[config.mk]
export PLATFORM = sky130hd
export DESIGN_NAME = vrot_pipe
export DESIGN_NICKNAME = d
export VERILOG_FILES = /design/src/rtl/vrot_pkg.sv /design/src/rtl/vrot_lane.sv /design/src/rtl/vrot_pipe.sv
export SDC_FILE = /design/constraint.sdc
export NUM_CORES = 2
export LEC_CHECK = 0
export ABC_AREA = 0
export CORE_UTILIZATION = 38
export DETAILED_ROUTE_END_ITERATION = 8
export SETUP_SLACK_MARGIN = 0.4
export SLEW_MARGIN = 20
export SYNTH_ARGS = -nofsm -noshare
export SYNTH_HDL_FRONTEND = slang
export SYNTH_SLANG_ARGS = --single-unit
[constraint.sdc]
create_clock -name clk -period 3.7 [get_ports clk]
set_input_delay 0.37 -clock clk [delete_from_list [all_inputs] [get_ports clk]]
set_output_delay 0.37 -clock clk [all_outputs]
set_load 0.005 [all_outputs]
[src/rtl/vrot_pkg.sv]
// Shared types and helpers for the vector rotate/shift pipeline.
package vrot_pkg;

  typedef enum logic [2:0] {
    ROTL = 3'd0,
    ROTR = 3'd1,
    SHL  = 3'd2,
    SHR  = 3'd3,
    SRA  = 3'd4
  } vrot_op_e;

  function automatic int amt_width(input int ew);
    return $clog2(ew);
  endfunction

  localparam int DEFAULT_EW    = 32;
  localparam int DEFAULT_AMT_W = amt_width(DEFAULT_EW);

endpackage

[src/rtl/vrot_lane.sv]
// One element of the rotate/shift datapath; purely combinational.
module vrot_lane
  import vrot_pkg::*;
#(
  parameter int EW = 32,
  parameter int AW = amt_width(EW)
) (
  input  logic [EW-1:0] x,
  input  logic [AW-1:0] a,
  input  logic [2:0]    op,
  input  logic          en,
  output logic [EW-1:0] y
);

  logic [2*EW-1:0] lsh;
  logic [2*EW-1:0] rsh;

  // Shifting the doubled word gives rotate in one half and plain shift in
  // the other, so no shift-by-(EW-a) term is needed and a = 0 falls out as x.
  always_comb begin
    lsh = {x, x} << a;
    rsh = {x, x} >> a;
    y   = x;
    if (en) begin
      case (op)
        ROTL:    y = lsh[2*EW-1:EW];
        ROTR:    y = rsh[EW-1:0];
        SHL:     y = lsh[EW-1:0];
        SHR:     y = rsh[2*EW-1:EW];
        SRA:     y = $unsigned($signed(x) >>> a);
        default: y = x;
      endcase
    end
  end

endmodule

[src/rtl/vrot_pipe.sv]
// Pipelined vector rotate/shift unit: lane datapath ahead of stage 1,
// optional plain register stage 2, valid/ready handshake on both sides.
module vrot_pipe
  import vrot_pkg::*;
#(
  parameter int LANES  = 4,
  parameter int EW     = 32,
  parameter int STAGES = 2
) (
  input  logic                clk,
  input  logic                rst,
  input  logic                in_valid,
  output logic                in_ready,
  input  logic [2:0]          in_op,
  input  logic                in_scalar,
  input  logic [LANES-1:0]    in_mask,
  input  logic [LANES*EW-1:0] in_data,
  input  logic [LANES*EW-1:0] in_amt,
  output logic                out_valid,
  input  logic                out_ready,
  output logic [LANES*EW-1:0] out_data
);

  localparam int AW = amt_width(EW);
  localparam int W  = LANES * EW;

  logic [W-1:0] lane_y;
  logic         unused_amt_bits;

  // Only the low AW bits of each amount field matter.
  assign unused_amt_bits = ^in_amt;

  for (genvar i = 0; i < LANES; i++) begin : g_lane
    logic [AW-1:0] amt;
    assign amt = in_scalar ? in_amt[AW-1:0] : in_amt[i*EW +: AW];

    vrot_lane #(.EW(EW), .AW(AW)) u_lane (
      .x  (in_data[i*EW +: EW]),
      .a  (amt),
      .op (in_op),
      .en (in_mask[i]),
      .y  (lane_y[i*EW +: EW])
    );
  end

  logic         s1_load;
  logic         s1_valid_q, s1_valid_d;
  logic [W-1:0] s1_data_q, s1_data_d;

  assign in_ready = s1_load && !rst;

  always_comb begin
    s1_valid_d = s1_valid_q;
    s1_data_d  = s1_data_q;
    if (s1_load) begin
      s1_valid_d = in_valid;
      if (in_valid) s1_data_d = lane_y;
    end
  end

  always_ff @(posedge clk) begin
    if (rst) begin
      s1_valid_q <= 1'b0;
      s1_data_q  <= '0;
    end else begin
      s1_valid_q <= s1_valid_d;
      s1_data_q  <= s1_data_d;
    end
  end

  if (STAGES == 2) begin : g_two
    logic         s2_load;
    logic         s2_valid_q, s2_valid_d;
    logic [W-1:0] s2_data_q, s2_data_d;

    // A stage accepts when empty or when the stage after it moves.
    assign s2_load = !s2_valid_q || out_ready;
    assign s1_load = !s1_valid_q || s2_load;

    always_comb begin
      s2_valid_d = s2_valid_q;
      s2_data_d  = s2_data_q;
      if (s2_load) begin
        s2_valid_d = s1_valid_q;
        if (s1_valid_q) s2_data_d = s1_data_q;
      end
    end

    always_ff @(posedge clk) begin
      if (rst) begin
        s2_valid_q <= 1'b0;
        s2_data_q  <= '0;
      end else begin
        s2_valid_q <= s2_valid_d;
        s2_data_q  <= s2_data_d;
      end
    end

    assign out_valid = s2_valid_q;
    assign out_data  = s2_data_q;
  end else begin : g_one
    assign s1_load   = !s1_valid_q || out_ready;
    assign out_valid = s1_valid_q;
    assign out_data  = s1_data_q;
  end

endmodule

==> results.cfg <==
[outcome]
outcome = completed

[cts]
insertion_delay_ns = 0.59
cts_tree = yes
clockRootBuffer = clkbuf_16
clk_pin_slew_ns = 0.06
clock_sinks = 258
numCtsBuffers = 35
cts-hold-fix-buffers = 0
cts_max_path_buffers = 3
cts_max_level = 2

[logic_synthesis]
synth.net_count = 4283
syn_inst = 4015
ys_seq_area_share_pct = 16.5
synthTopCellsByArea = mux2i_1, dfxtp_1, mux4_2
syn_area_um2 = 31300
yosys.area.top_type = mux2i_1
async_flop_share_pct = 0
synth_edf_count = 0
synth_area_per_cell_um2 = 7.80
synthFlopType = dfxtp_1
yosysWarningCount = 0
synth_top_area_share_pct = 16.6
ys_types = 90
synth-seq-cells = 258

[floorplanning]
die_area_um2 = 83500
num_rows = 104
io_pins = 398
start_util_pct = 38.6
fp.dieH_um = 289
coreArea_um2 = 81100
die_w_um = 289

[detailed_routing]
drc_errors = 0
dr.first_iter.drc_count = 4797
antenna_left = 0
num_vias = 37100
wl_met2_um = 73000
wl_met3_um = 19100
wl_um = 173000
avgRoutedWirePerCell_um = 31.3
routed.top_layer = met5
viasPerCell = 6.73
drt-met1-wl_um = 73400
dr.pass1.iters = 6

[place]
gp_congestion = 1.02
port_buffers = 289
postPlaceCellArea_um2 = 37700
dp_hpwl_um = 132000
detailedPlace.worstSlack_ns = -0.0187

[layout]
nets = 4694
regArea_um2 = 5160
layout_common_cells = nand2_1, mux2i_1, buf_4
syn_to_final_growth_pct = 24.3
filler_cell_count = 8230
drive_gt1_share_pct = 20.2
multi_input_area_um2 = 24100
final_common_cell = nand2_1
fin_util_pct = 48.0
finalInstanceArea_um2 = 38900

[setup_path]
crit_required_ns = 4.15
worstRegToRegCells = 8
reg2reg_to = s1_data_q[64]
arrival_ns = 3.67
crit_chain = clkdlybuf4s50_1 -> buf_4 -> buf_4 -> or3_2 -> buf_4 -> o211ai_1 -> a2111oi_0 -> buf_4 -> nor3_1
max_stage_delay_ns = 0.85
crit_path_top_delay_cell = clkdlybuf4s50_1
crit_start = in_op[1]
regToRegSetupSlack_ns = 1.12
cp-end-kind = register
crit_fanout = 20
cpMostUsedCell = buf_4
critPathKind = primary input to register
start_kind = primary input
reg2reg_from = out_valid

[global_route]
grt_max_degree = 76
grt_pass1_vias = 34700
grt.total_usage_pct = 40.0
antenna_found_initial = 10
grt_pass1_wl_um = 247000
grt-ovfl-total = 0

[flow_run]
drv_cap = 0

[pwr]
intPower_uw = 7410
pwr-share-comb_pct = 48.7
power.switching_uw = 5410
leakage_uw = 0.0152
vdd_drop_max_mv = 0.335
clock_power_share_pct = 27.2
p_sw_share_pct = 42.2
total_power_uw = 12800
seqPwrFrac_pct = 24.1
powerDensity_nw_per_um2 = 330

[hold_path]
hold_class = register to register
hp-start = s1_data_q[47]
whs_path_depth = 2
min_to = out_data[47]

[sta]
whs_ns = 0.436
fin_crit_sh_pct = 87.2
fin_skew_ns = 0.0399
tightest_slew_ns = 1.22
rsz0062_at_grt = false
setup_ws_ns = 0.473
max_freq_mhz = 310
maxSlewHeadroom_pct = 18.4
fin_crit_ns = 3.23
finalMaxSlewViolations = 0
setup_viol = 0
final_hold_viol_count = 0
Yosys cell counts, drive strengths merged, types with 71 or more instances:
library cell  count
a211oi           81
a21oi           368
buf             187
clkbuf          236
dfxtp           258
mux2             71
mux2i           531
mux4            180
nand2           592
nor2            380
nor3             88
o21ai           252
o22ai           138
metal layers:
layer	up-vias	track usage, %
li1	16100	-
met1	18400	56.8
met2	2307	58.8
met3	399	8.76
met4	8	15.2
met5	-	0
logic make-up (layout without fill, tap and decap cells):
kind of cell / Yosys count / in the layout / synth area share [%]
AOI/OAI and AO/OA: 1303 / 1303 / 27.2
and+or+nand+nor: 1224 / 1224 / 16.3
muxes: 782 / 782 / 32.9
DFF: 258 / 258 / 16.5
buffers and inverters: 448 / 886 / 7.07
other: 0 / 2 / 0
timing repair:
action | in CTS | in global routing
endpoints found under the setup margin | 0 | 1
buffers inserted | 0 | 5
gates resized for setup | 0 | 0
state kept, by name, summed over array words and instances, names as in the netlist:
name and cells:
out_data 128, out_valid 1, s1_data_q 128, s1_valid_q 1
stage by stage:
stage	std cells	setup TNS [ns]
detailed placement	5444	-0.0187
global route	5513	0
floorplan	4015	0
finish	5515	0
CTS	5508	0
global placement	5444	-0.0364
worst max-delay path by stage:
stage	endpoint	slack [ns]
4_1_cts	s1_data_q[113]	0.56
5_1_grt	s1_data_q[113]	0.41
3_3_place_gp	s1_data_q[113]	-0.03
6_report	s1_data_q[26]	0.47
3_5_place_dp	s1_data_q[113]	-0.02
2_1_floorplan	s1_data_q[106]	0.95
critical path: cells and delay by family:
kind	cells	cell delay, ns
and+or+nand+nor	2	0.53
buffers and inverters	5	1.95
AOI/OAI and AO/OA	2	0.79
final cells by class:
cell class | instances | share of cell area (%)
Antenna cell | 2 | 0.0129
Clock buffer | 46 | 2.46
Clock inverter | 18 | 0.457
Inverter | 25 | 0.241
Multi-Input combinational cell | 3309 | 62.0
Sequential cell | 258 | 13.3
Tap cell | 1060 | 3.41
Timing Repair Buffer | 797 | 18.2
power groups by stage:
stage	clock, uW	combinational, uW	sequential, uW
final	3490	6250	3090
after CTS	3530	6030	3090
after global routing	3640	6510	3100
after floorplan	0	3490	3080
after detailed placement	0	6010	3140
after global placement	0	6040	3140
(Power assumes the default switching activity.)
